`src/rtl/rst_cipher_pkg.sv`:
```
// ---------------------------------------------------------------------------
// rst_cipher_pkg
// Shared definitions for the Rotary Substitution Table (RST) cipher pair
// (rst_cipher / rst_decipher): table and key types, the FSM state type,
// character constants and the alphanumeric helper used by key checking.
// ---------------------------------------------------------------------------
package rst_cipher_pkg;

  localparam int CHAR_W    = 8;
  localparam int KEY_LEN   = 12;
  localparam int TABLE_LEN = 6;

  typedef logic [TABLE_LEN-1:0][CHAR_W-1:0] rst_table_t;
  typedef logic [KEY_LEN-1:0][CHAR_W-1:0]   rst_key_t;

  typedef enum logic {
    ST_NO_KEY = 1'b0,
    ST_READY  = 1'b1
  } rst_state_t;

  localparam logic [7:0] NUL_CHAR         = 8'h00;
  localparam logic [7:0] UPPERCASE_A_CHAR = 8'h41;
  localparam logic [7:0] LOWERCASE_A_CHAR = 8'h61;
  localparam logic [7:0] DIGIT_0_CHAR     = 8'h30;
  localparam logic [5:0] NUM_LETTERS      = 6'd26;

  // True for 0-9, A-Z and a-z; these are the only characters a key may hold.
  function automatic logic is_alnum(input logic [7:0] ch);
    return ((ch >= 8'h30) && (ch <= 8'h39)) ||
           ((ch >= 8'h41) && (ch <= 8'h5A)) ||
           ((ch >= 8'h61) && (ch <= 8'h7A));
  endfunction

endpackage

```
`src/rtl/rst_decipher_if.sv`:
```
// ---------------------------------------------------------------------------
// rst_decipher_if
// Key / ciphertext input bundle and plaintext / status output bundle of the
// RST decipher.
//   key, key_load          : key characters and install strobe
//   ctxt_valid, ctxt_str   : ciphertext pair {row_char, col_char}
//   ptxt_char, ptxt_ready  : decoded character and its 1-cycle valid pulse
//   err_invalid_ctxt       : pair not found in the table (1-cycle pulse)
//   err_invalid_key        : last key_load was rejected (sticky)
//   key_not_installed      : no valid key installed
// Modports: master drives key/ciphertext, slave (the decipher) drives results.
// ---------------------------------------------------------------------------
interface rst_decipher_if;
  import rst_cipher_pkg::*;

  rst_key_t    key;
  logic        key_load;
  logic        ctxt_valid;
  logic [15:0] ctxt_str;
  logic [7:0]  ptxt_char;
  logic        ptxt_ready;
  logic        err_invalid_ctxt;
  logic        err_invalid_key;
  logic        key_not_installed;

  modport master (
    output key, key_load, ctxt_valid, ctxt_str,
    input  ptxt_char, ptxt_ready, err_invalid_ctxt, err_invalid_key, key_not_installed
  );

  modport slave (
    input  key, key_load, ctxt_valid, ctxt_str,
    output ptxt_char, ptxt_ready, err_invalid_ctxt, err_invalid_key, key_not_installed
  );

endinterface

```
`src/rtl/rst_key_checker.sv`:
```
// ---------------------------------------------------------------------------
// rst_key_checker
// Combinational key validator shared by the RST cipher and decipher.
//   i_key    : 12 key characters
//   o_key_ok : 1 when every character is alphanumeric and all are distinct
// ---------------------------------------------------------------------------
module rst_key_checker
  import rst_cipher_pkg::*;
(
  input  rst_key_t i_key,
  output logic     o_key_ok
);

  // A repeated character would make the table lookup ambiguous, so every
  // pair of key characters is compared in addition to the alphabet check.
  always_comb begin
    o_key_ok = 1'b1;
    for (int i = 0; i < KEY_LEN; i++) begin
      if (!is_alnum(i_key[i])) begin
        o_key_ok = 1'b0;
      end
      for (int j = i + 1; j < KEY_LEN; j++) begin
        if (i_key[i] == i_key[j]) begin
          o_key_ok = 1'b0;
        end
      end
    end
  end

endmodule

```
`src/rtl/rst_decipher.sv`:
```
// ---------------------------------------------------------------------------
// rst_decipher
// Decryption end of the RST cipher. Each ciphertext pair {row_char, col_char}
// is located in the 6x6 table built from the key and mapped back to one of
// A-Z / 0-9; after every successfully decoded pair the row and column tables
// rotate right by one, mirroring rst_cipher.
//   clk  : system clock, rising edge
//   rst  : asynchronous active-high reset
//   bus  : rst_decipher_if.slave (key/ciphertext in, plaintext/status out)
// Build option: RST_DECIPHER_LOWERCASE_EN makes letters decode to a-z
// instead of A-Z; digits are unaffected.
// ---------------------------------------------------------------------------
module rst_decipher
  import rst_cipher_pkg::*;
(
  input logic           clk,
  input logic           rst,
  rst_decipher_if.slave bus
);

`ifdef RST_DECIPHER_LOWERCASE_EN
  localparam logic [7:0] LETTER_BASE = LOWERCASE_A_CHAR;
`else
  localparam logic [7:0] LETTER_BASE = UPPERCASE_A_CHAR;
`endif

  rst_state_t r_state;
  rst_table_t r_rowTable;
  rst_table_t r_colTable;
  logic [7:0] r_ptxtChar;
  logic       r_ptxtReady;
  logic       r_errInvalidCtxt;
  logic       r_errInvalidKey;
  logic       r_keyNotInstalled;

  logic       w_keyOk;
  rst_table_t w_installRows;
  rst_table_t w_installCols;
  logic       w_rowHit;
  logic       w_colHit;
  logic [2:0] w_rowIdx;
  logic [2:0] w_colIdx;
  logic [5:0] w_idx;
  logic [7:0] w_decodedChar;

  rst_key_checker u_keyChecker (
    .i_key    (bus.key),
    .o_key_ok (w_keyOk)
  );

  // Rows take the odd key positions and columns the even ones, interleaved
  // from both ends: R = k11,k1,k9,k3,k7,k5 and C = k10,k0,k8,k2,k6,k4.
  // Element 0 sits at the right end of each concatenation.
  assign w_installRows = {bus.key[5], bus.key[7], bus.key[3],
                          bus.key[9], bus.key[1], bus.key[11]};
  assign w_installCols = {bus.key[4], bus.key[6], bus.key[2],
                          bus.key[8], bus.key[0], bus.key[10]};

  // Two 6-way match encoders. Key characters are distinct, so at most one
  // entry of each table can hit.
  always_comb begin
    w_rowHit = 1'b0;
    w_rowIdx = 3'd0;
    w_colHit = 1'b0;
    w_colIdx = 3'd0;
    for (int i = 0; i < TABLE_LEN; i++) begin
      if (r_rowTable[i] == bus.ctxt_str[15:8]) begin
        w_rowHit = 1'b1;
        w_rowIdx = 3'(i);
      end
      if (r_colTable[i] == bus.ctxt_str[7:0]) begin
        w_colHit = 1'b1;
        w_colIdx = 3'(i);
      end
    end
  end

  // Cell index 0..25 are letters, 26..35 are digits.
  always_comb begin
    w_idx = (6'(w_rowIdx) * 6'd6) + 6'(w_colIdx);
    if (w_idx < NUM_LETTERS) begin
      w_decodedChar = LETTER_BASE + {2'b00, w_idx};
    end else begin
      w_decodedChar = DIGIT_0_CHAR + {2'b00, w_idx - NUM_LETTERS};
    end
  end

  // Control FSM with the table registers and all outputs registered.
  // key_load takes priority over a pair arriving in the same cycle; a
  // decoded pair uses the current table and the rotation lands afterwards.
  always_ff @(posedge clk or posedge rst) begin
    if (rst) begin
      r_state           <= ST_NO_KEY;
      r_rowTable        <= '0;
      r_colTable        <= '0;
      r_ptxtChar        <= NUL_CHAR;
      r_ptxtReady       <= 1'b0;
      r_errInvalidCtxt  <= 1'b0;
      r_errInvalidKey   <= 1'b0;
      r_keyNotInstalled <= 1'b1;
    end else begin
      r_ptxtReady      <= 1'b0;
      r_errInvalidCtxt <= 1'b0;
      if (bus.key_load) begin
        if (w_keyOk) begin
          r_state           <= ST_READY;
          r_rowTable        <= w_installRows;
          r_colTable        <= w_installCols;
          r_errInvalidKey   <= 1'b0;
          r_keyNotInstalled <= 1'b0;
        end else begin
          r_state           <= ST_NO_KEY;
          r_rowTable        <= '0;
          r_colTable        <= '0;
          r_errInvalidKey   <= 1'b1;
          r_keyNotInstalled <= 1'b1;
        end
      end else if ((r_state == ST_READY) && bus.ctxt_valid) begin
        if (w_rowHit && w_colHit) begin
          r_ptxtChar  <= w_decodedChar;
          r_ptxtReady <= 1'b1;
          r_rowTable  <= {r_rowTable[4:0], r_rowTable[5]};
          r_colTable  <= {r_colTable[4:0], r_colTable[5]};
        end else begin
          r_errInvalidCtxt <= 1'b1;
        end
      end
    end
  end

  assign bus.ptxt_char         = r_ptxtChar;
  assign bus.ptxt_ready        = r_ptxtReady;
  assign bus.err_invalid_ctxt  = r_errInvalidCtxt;
  assign bus.err_invalid_key   = r_errInvalidKey;
  assign bus.key_not_installed = r_keyNotInstalled;

endmodule

```
`src/flat_wrapper.sv`:
```
// flat-port wrapper written by rule: the top's interface ports become plain ports
module rst_decipher_flat import rst_cipher_pkg::*;
  (clk, rst, bus_key, bus_key_load, bus_ctxt_valid, bus_ctxt_str, bus_ptxt_char, bus_ptxt_ready, bus_err_invalid_ctxt, bus_err_invalid_key, bus_key_not_installed);
  rst_decipher_if bus_i ();
  input logic clk;
  input logic rst;
  input wire logic [$bits(bus_i.key)-1:0] bus_key;
  input wire logic [$bits(bus_i.key_load)-1:0] bus_key_load;
  input wire logic [$bits(bus_i.ctxt_valid)-1:0] bus_ctxt_valid;
  input wire logic [$bits(bus_i.ctxt_str)-1:0] bus_ctxt_str;
  output wire logic [$bits(bus_i.ptxt_char)-1:0] bus_ptxt_char;
  output wire logic [$bits(bus_i.ptxt_ready)-1:0] bus_ptxt_ready;
  output wire logic [$bits(bus_i.err_invalid_ctxt)-1:0] bus_err_invalid_ctxt;
  output wire logic [$bits(bus_i.err_invalid_key)-1:0] bus_err_invalid_key;
  output wire logic [$bits(bus_i.key_not_installed)-1:0] bus_key_not_installed;
  assign bus_i.key = bus_key;
  assign bus_i.key_load = bus_key_load;
  assign bus_i.ctxt_valid = bus_ctxt_valid;
  assign bus_i.ctxt_str = bus_ctxt_str;
  assign bus_ptxt_char = bus_i.ptxt_char;
  assign bus_ptxt_ready = bus_i.ptxt_ready;
  assign bus_err_invalid_ctxt = bus_i.err_invalid_ctxt;
  assign bus_err_invalid_key = bus_i.err_invalid_key;
  assign bus_key_not_installed = bus_i.key_not_installed;
  rst_decipher u_core (.clk(clk), .rst(rst), .bus(bus_i));
endmodule
```
`config.mk`:
```
export PLATFORM = sky130hd
export DESIGN_NAME = rst_decipher_flat
export DESIGN_NICKNAME = d
export VERILOG_FILES = /design/src/rtl/rst_cipher_pkg.sv /design/src/rtl/rst_decipher_if.sv /design/src/rtl/rst_key_checker.sv /design/src/rtl/rst_decipher.sv /design/src/flat_wrapper.sv
export SDC_FILE = /design/constraint.sdc
export NUM_CORES = 1
export LEC_CHECK = 0
export ABC_AREA = 1
export CAP_MARGIN = 20
export CORE_UTILIZATION = 55
export DETAILED_ROUTE_END_ITERATION = 8
export PLACE_DENSITY_LB_ADDON = 0.12
export SYNTH_ARGS = -nofsm -noshare
export SYNTH_HDL_FRONTEND = slang
export SYNTH_HIERARCHICAL = 1
export SYNTH_SLANG_ARGS = --single-unit
export TNS_END_PERCENT = 20
```
`constraint.sdc`:
```
create_clock -name clk -period 10.8 [get_ports clk]
set_input_delay 2.16 -clock clk [delete_from_list [all_inputs] [get_ports clk]]
set_output_delay 2.16 -clock clk [all_outputs]
set_load 0.02 [all_outputs]
```
==> results.md <==
* 0 — Hold Fails Final Rpt
* 60.6% — Core Util, Final
* 0 — number of synthesized flops with an enable pin
* 11110 ps — required time at the worst-slack endpoint
* 0 — Final setup violation count
* 42.6% — switching part of the total power
* 23.5 um — Wirelength per Cell
* 1250 ps — Slew @ Worst Pin
* 6960 ps — post-layout min period
* 17900 — vias in the first global route
* 4.42% — fraction of layout instances using a drive strength above 1
* 30.8% — sequential fraction of design power
* built — clock tree from TritonCTS
* 144 MHz — maximum clock rate
* 2908 — Synthesized Nets
* 0 — grt total ovfl
* 100% — share of synthesized flip-flops with an asynchronous set or reset
* complete, no violations — run status
* 6.24 — routed vias/inst
* 2 — buffer levels on the longest clock path
* 10.2 ps — setup skew after layout
* 128 — top-level I/O count
* reg -> reg — Hold Path Class
* 16700 um^2 — area of placed instances
* 64.4% — final period utilization
* 38 — number of distinct library cells after synthesis
* sky130_fd_sc_hd__nand2_1, sky130_fd_sc_hd__nor2_1, sky130_fd_sc_hd__xor2_1 — commonest cells after routing, fill and taps aside
* 0 — antenna violations before repair
* 0 — Post-CTS Resized
* 0.000759 W — Power Internal
* 0.0863 mV — IR drop worst, VDD
* no — unrepaired setup endpoints after global routing
* 0 — Detail Route Antenna Nets
* 28200 um^2 — Floorplan Core Area
* 7 — number of detailed-routing iterations run before antenna repair
* 8.89 nW — Pleak
* 109 mm — first-pass GRT wire length
* 74.3 mm — detailed-route wire length
* 0 — Max Transition Viols Final
* 2782 — cell count after synthesis
* in -> reg — category of the most critical setup path
* 50.0 mm — half-perimeter wire length after detailed placement
* flop — type of element capturing the critical path
* 0 — max-capacitance violation count
* 172 um — Die Width
* 16.5% — worst-case headroom to the max-slew limit
* 109 — Sinks on Clock Net
* 49.8% — total routing resource utilization after global routing
* 172 um — Die Span Y
* 3 — Max H-tree Level
* 0 — detailed-route DRC error count
* 6740 ps — worst setup slack for register-to-register paths
* 0 — cts-stage hold buffer count
* 0.000563 W — P_sw
* 17.1% — sequential share of the synthesized area
* 17100 um^2 — post-layout instance area
* 2906 — NumNets Final
* 15900 um^2 — area of the mapped netlist
* 77.5 nW/um^2 — power density cells
* 42.1% — relative contribution of combinational cells to total power
* 3432 — number of violations reported at the end of detailed-routing iteration 0
* 3146 — Inst Count DP
* 19800 — vias
* sky130_fd_sc_hd__dfrtp_1 — Post-synth top flop
* 3860 ps — Worst Setup Slack post-DPL
* 127 — IO Port Bufs
* input pin — CP startpoint kind
* 0 — setup fix buffers added after clock tree synthesis
* 56.6% — initial standard-cell utilization of the core
* 7.01% — Area Growth Syn to Fin
* 29700 um^2 — area of the die
* 7270 ps — data arrival at the endpoint of the critical path
* 9 — number of clock buffers inserted by TritonCTS
* 370 ps — clock latency on the worst-skew pair
* sky130_fd_sc_hd__clkbuf_16 — cell at the root of the clock tree
* 5.73 um^2 — mean cell area of the mapped netlist
* 0 ps — Post-Route Setup TNS
* 51 — largest driver fanout on the critical path
* 97 — pin count of the biggest net entering global routing
* sky130_fd_sc_hd__nand2_1 — commonest non-fill, non-tap cell in the layout
* 3165 — number of non-filler instances in the completed layout
* 61 — FP Rows
* 27.0% — part of the power in the clock network
* 6 — yosys synthesis warning count
* 1.16 — RePlAce Congestion
* 109 — number of flip-flops and latches in the synthesized netlist
* 3840 ps — worst setup slack after layout
* 80 ps — CTS clock-pin slew for the worst setup and hold paths
[state kept, by name, indices dropped and copies added, names as in the netlist]
| name | cells |
|---|---|
| u_core/r_colTable | 48 |
| u_core/r_state | 1 |
| u_core/r_rowTable | 48 |
| u_core/bus.err_invalid_key | 1 |
| u_core/bus.ptxt_char | 8 |
| u_core/bus.err_invalid_ctxt | 1 |
| u_core/bus.ptxt_ready | 1 |
| u_core/bus.key_not_installed | 1 |
[path summary, 6_finish.rpt]
| kind | startpoint | depth (start not counted) | to |
|---|---|---|---|
| setup / recovery | bus_key[33] | 15 | u_core/r_colTable[3]$_DFFE_PP0P_ |
| hold reg to reg | u_core/bus.ptxt_char[7]$_DFFE_PP0P_ | 2 | u_core/bus.ptxt_char[7]$_DFFE_PP0P_ |
| max in group asynchronous | rst | 3 | u_core/r_rowTable[1]$_DFFE_PP0P_ |
| hold / removal | u_core/bus.ptxt_char[7]$_DFFE_PP0P_ | 2 | u_core/bus.ptxt_char[7]$_DFFE_PP0P_ |
| setup reg to reg | u_core/r_rowTable[16]$_DFFE_PP0P_ | 21 | u_core/bus.ptxt_char[5]$_DFFE_PP0P_ |
| min in group asynchronous | rst | 2 | u_core/bus.ptxt_char[7]$_DFFE_PP0P_ |
[worst max-delay path, cell delays in order]
cell and delay, ps:
sky130_fd_sc_hd__clkdlybuf4s50_1 1300, sky130_fd_sc_hd__inv_1 520, sky130_fd_sc_hd__nand2_1 340, sky130_fd_sc_hd__nor4_1 70, sky130_fd_sc_hd__nor3_1 450, sky130_fd_sc_hd__nand3_1 130, sky130_fd_sc_hd__nor2_1 130, sky130_fd_sc_hd__nand3_1 90
sky130_fd_sc_hd__nor2_2 150, sky130_fd_sc_hd__nand2_1 110, sky130_fd_sc_hd__inv_2 740, sky130_fd_sc_hd__buf_4 580, sky130_fd_sc_hd__a22o_1 220, sky130_fd_sc_hd__o21ai_0 110, sky130_fd_sc_hd__nand2_1 110
[per-stage QoR]
stage | hold WS (ps) | power, W
floorplan | 442 | 0.000755
global placement | 447 | 0.000928
detailed placement | 466 | 0.000933
CTS | 486 | 0.00128
global route | 515 | 0.00136
finish | 480 | 0.00132
[kinds of logic (layout without fill, tap and decap cells)]
group / Yosys count / count (layout) / share of synthesized area [%]
xor+xnor: 284 / 284 / 15.6
simple gates: 1780 / 1780 / 44.9
other cells: 0 / 2 / 0
buf+inv: 342 / 345 / 11.7
flops: 109 / 109 / 17.1
compound gates: 257 / 257 / 9.75
fa+ha+maj: 10 / 10 / 0.879
[synthesized netlist by cell type (3+ instances only)]
cell type	n	area, um^2
sky130_fd_sc_hd__xnor2_1	92	806
sky130_fd_sc_hd__dfrtp_1	108	2700
sky130_fd_sc_hd__nor2_2	6	37.5
sky130_fd_sc_hd__ha_1	8	100
sky130_fd_sc_hd__nand3_1	31	155
sky130_fd_sc_hd__a22o_1	63	552
sky130_fd_sc_hd__nand4_1	98	613
sky130_fd_sc_hd__a21oi_1	39	195
sky130_fd_sc_hd__o211ai_1	9	67.6
sky130_fd_sc_hd__nand3_2	4	40.0
sky130_fd_sc_hd__nand2_2	22	138
sky130_fd_sc_hd__o21ai_1	30	150
sky130_fd_sc_hd__o21ai_0	113	566
sky130_fd_sc_hd__buf_4	85	638
sky130_fd_sc_hd__inv_2	23	86.3
sky130_fd_sc_hd__clkbuf_1	30	113
sky130_fd_sc_hd__buf_2	37	185
sky130_fd_sc_hd__nand2_1	1265	4750
sky130_fd_sc_hd__nor2_1	317	1190
sky130_fd_sc_hd__buf_6	27	304
sky130_fd_sc_hd__inv_1	121	454
sky130_fd_sc_hd__clkinv_1	16	60.1
sky130_fd_sc_hd__nand2_4	3	33.8
sky130_fd_sc_hd__nor3_1	26	130
sky130_fd_sc_hd__xor2_1	191	1670
[per-layer routing]
metal / share of wire [%] / vias to the layer above / track usage [%]
li1: - / 8627 / -
met4: 7.5 / 0 / 33.8
met1: 36 / 8958 / 62.4
met5: 0 / - / 0
met3: 15 / 391 / 17.4
met2: 41 / 1779 / 71.4
[power by group through the flow]
stage / clock network [W] / registers (W) / logic [W]
final: 0.000357 / 0.000408 / 0.000557
after global routing: 0.000372 / 0.000408 / 0.000579
after CTS: 0.000356 / 0.000408 / 0.000519
after detailed placement: 0 / 0.000416 / 0.000517
after global placement: 0 / 0.000416 / 0.000512
after floorplan: 0 / 0.000416 / 0.000339
[layout make-up]
cell class	count	area (um^2)
multi-input combinational	2331	11400
clock inverter	5	68.8
fill	2828	11100
sequential	109	2730
clock buffer	11	233
tap	378	473
timing repair buffer	169	1600
antenna	2	5.00
inverter	160	603
Note: power is estimated with default switching activity, not from simulation.
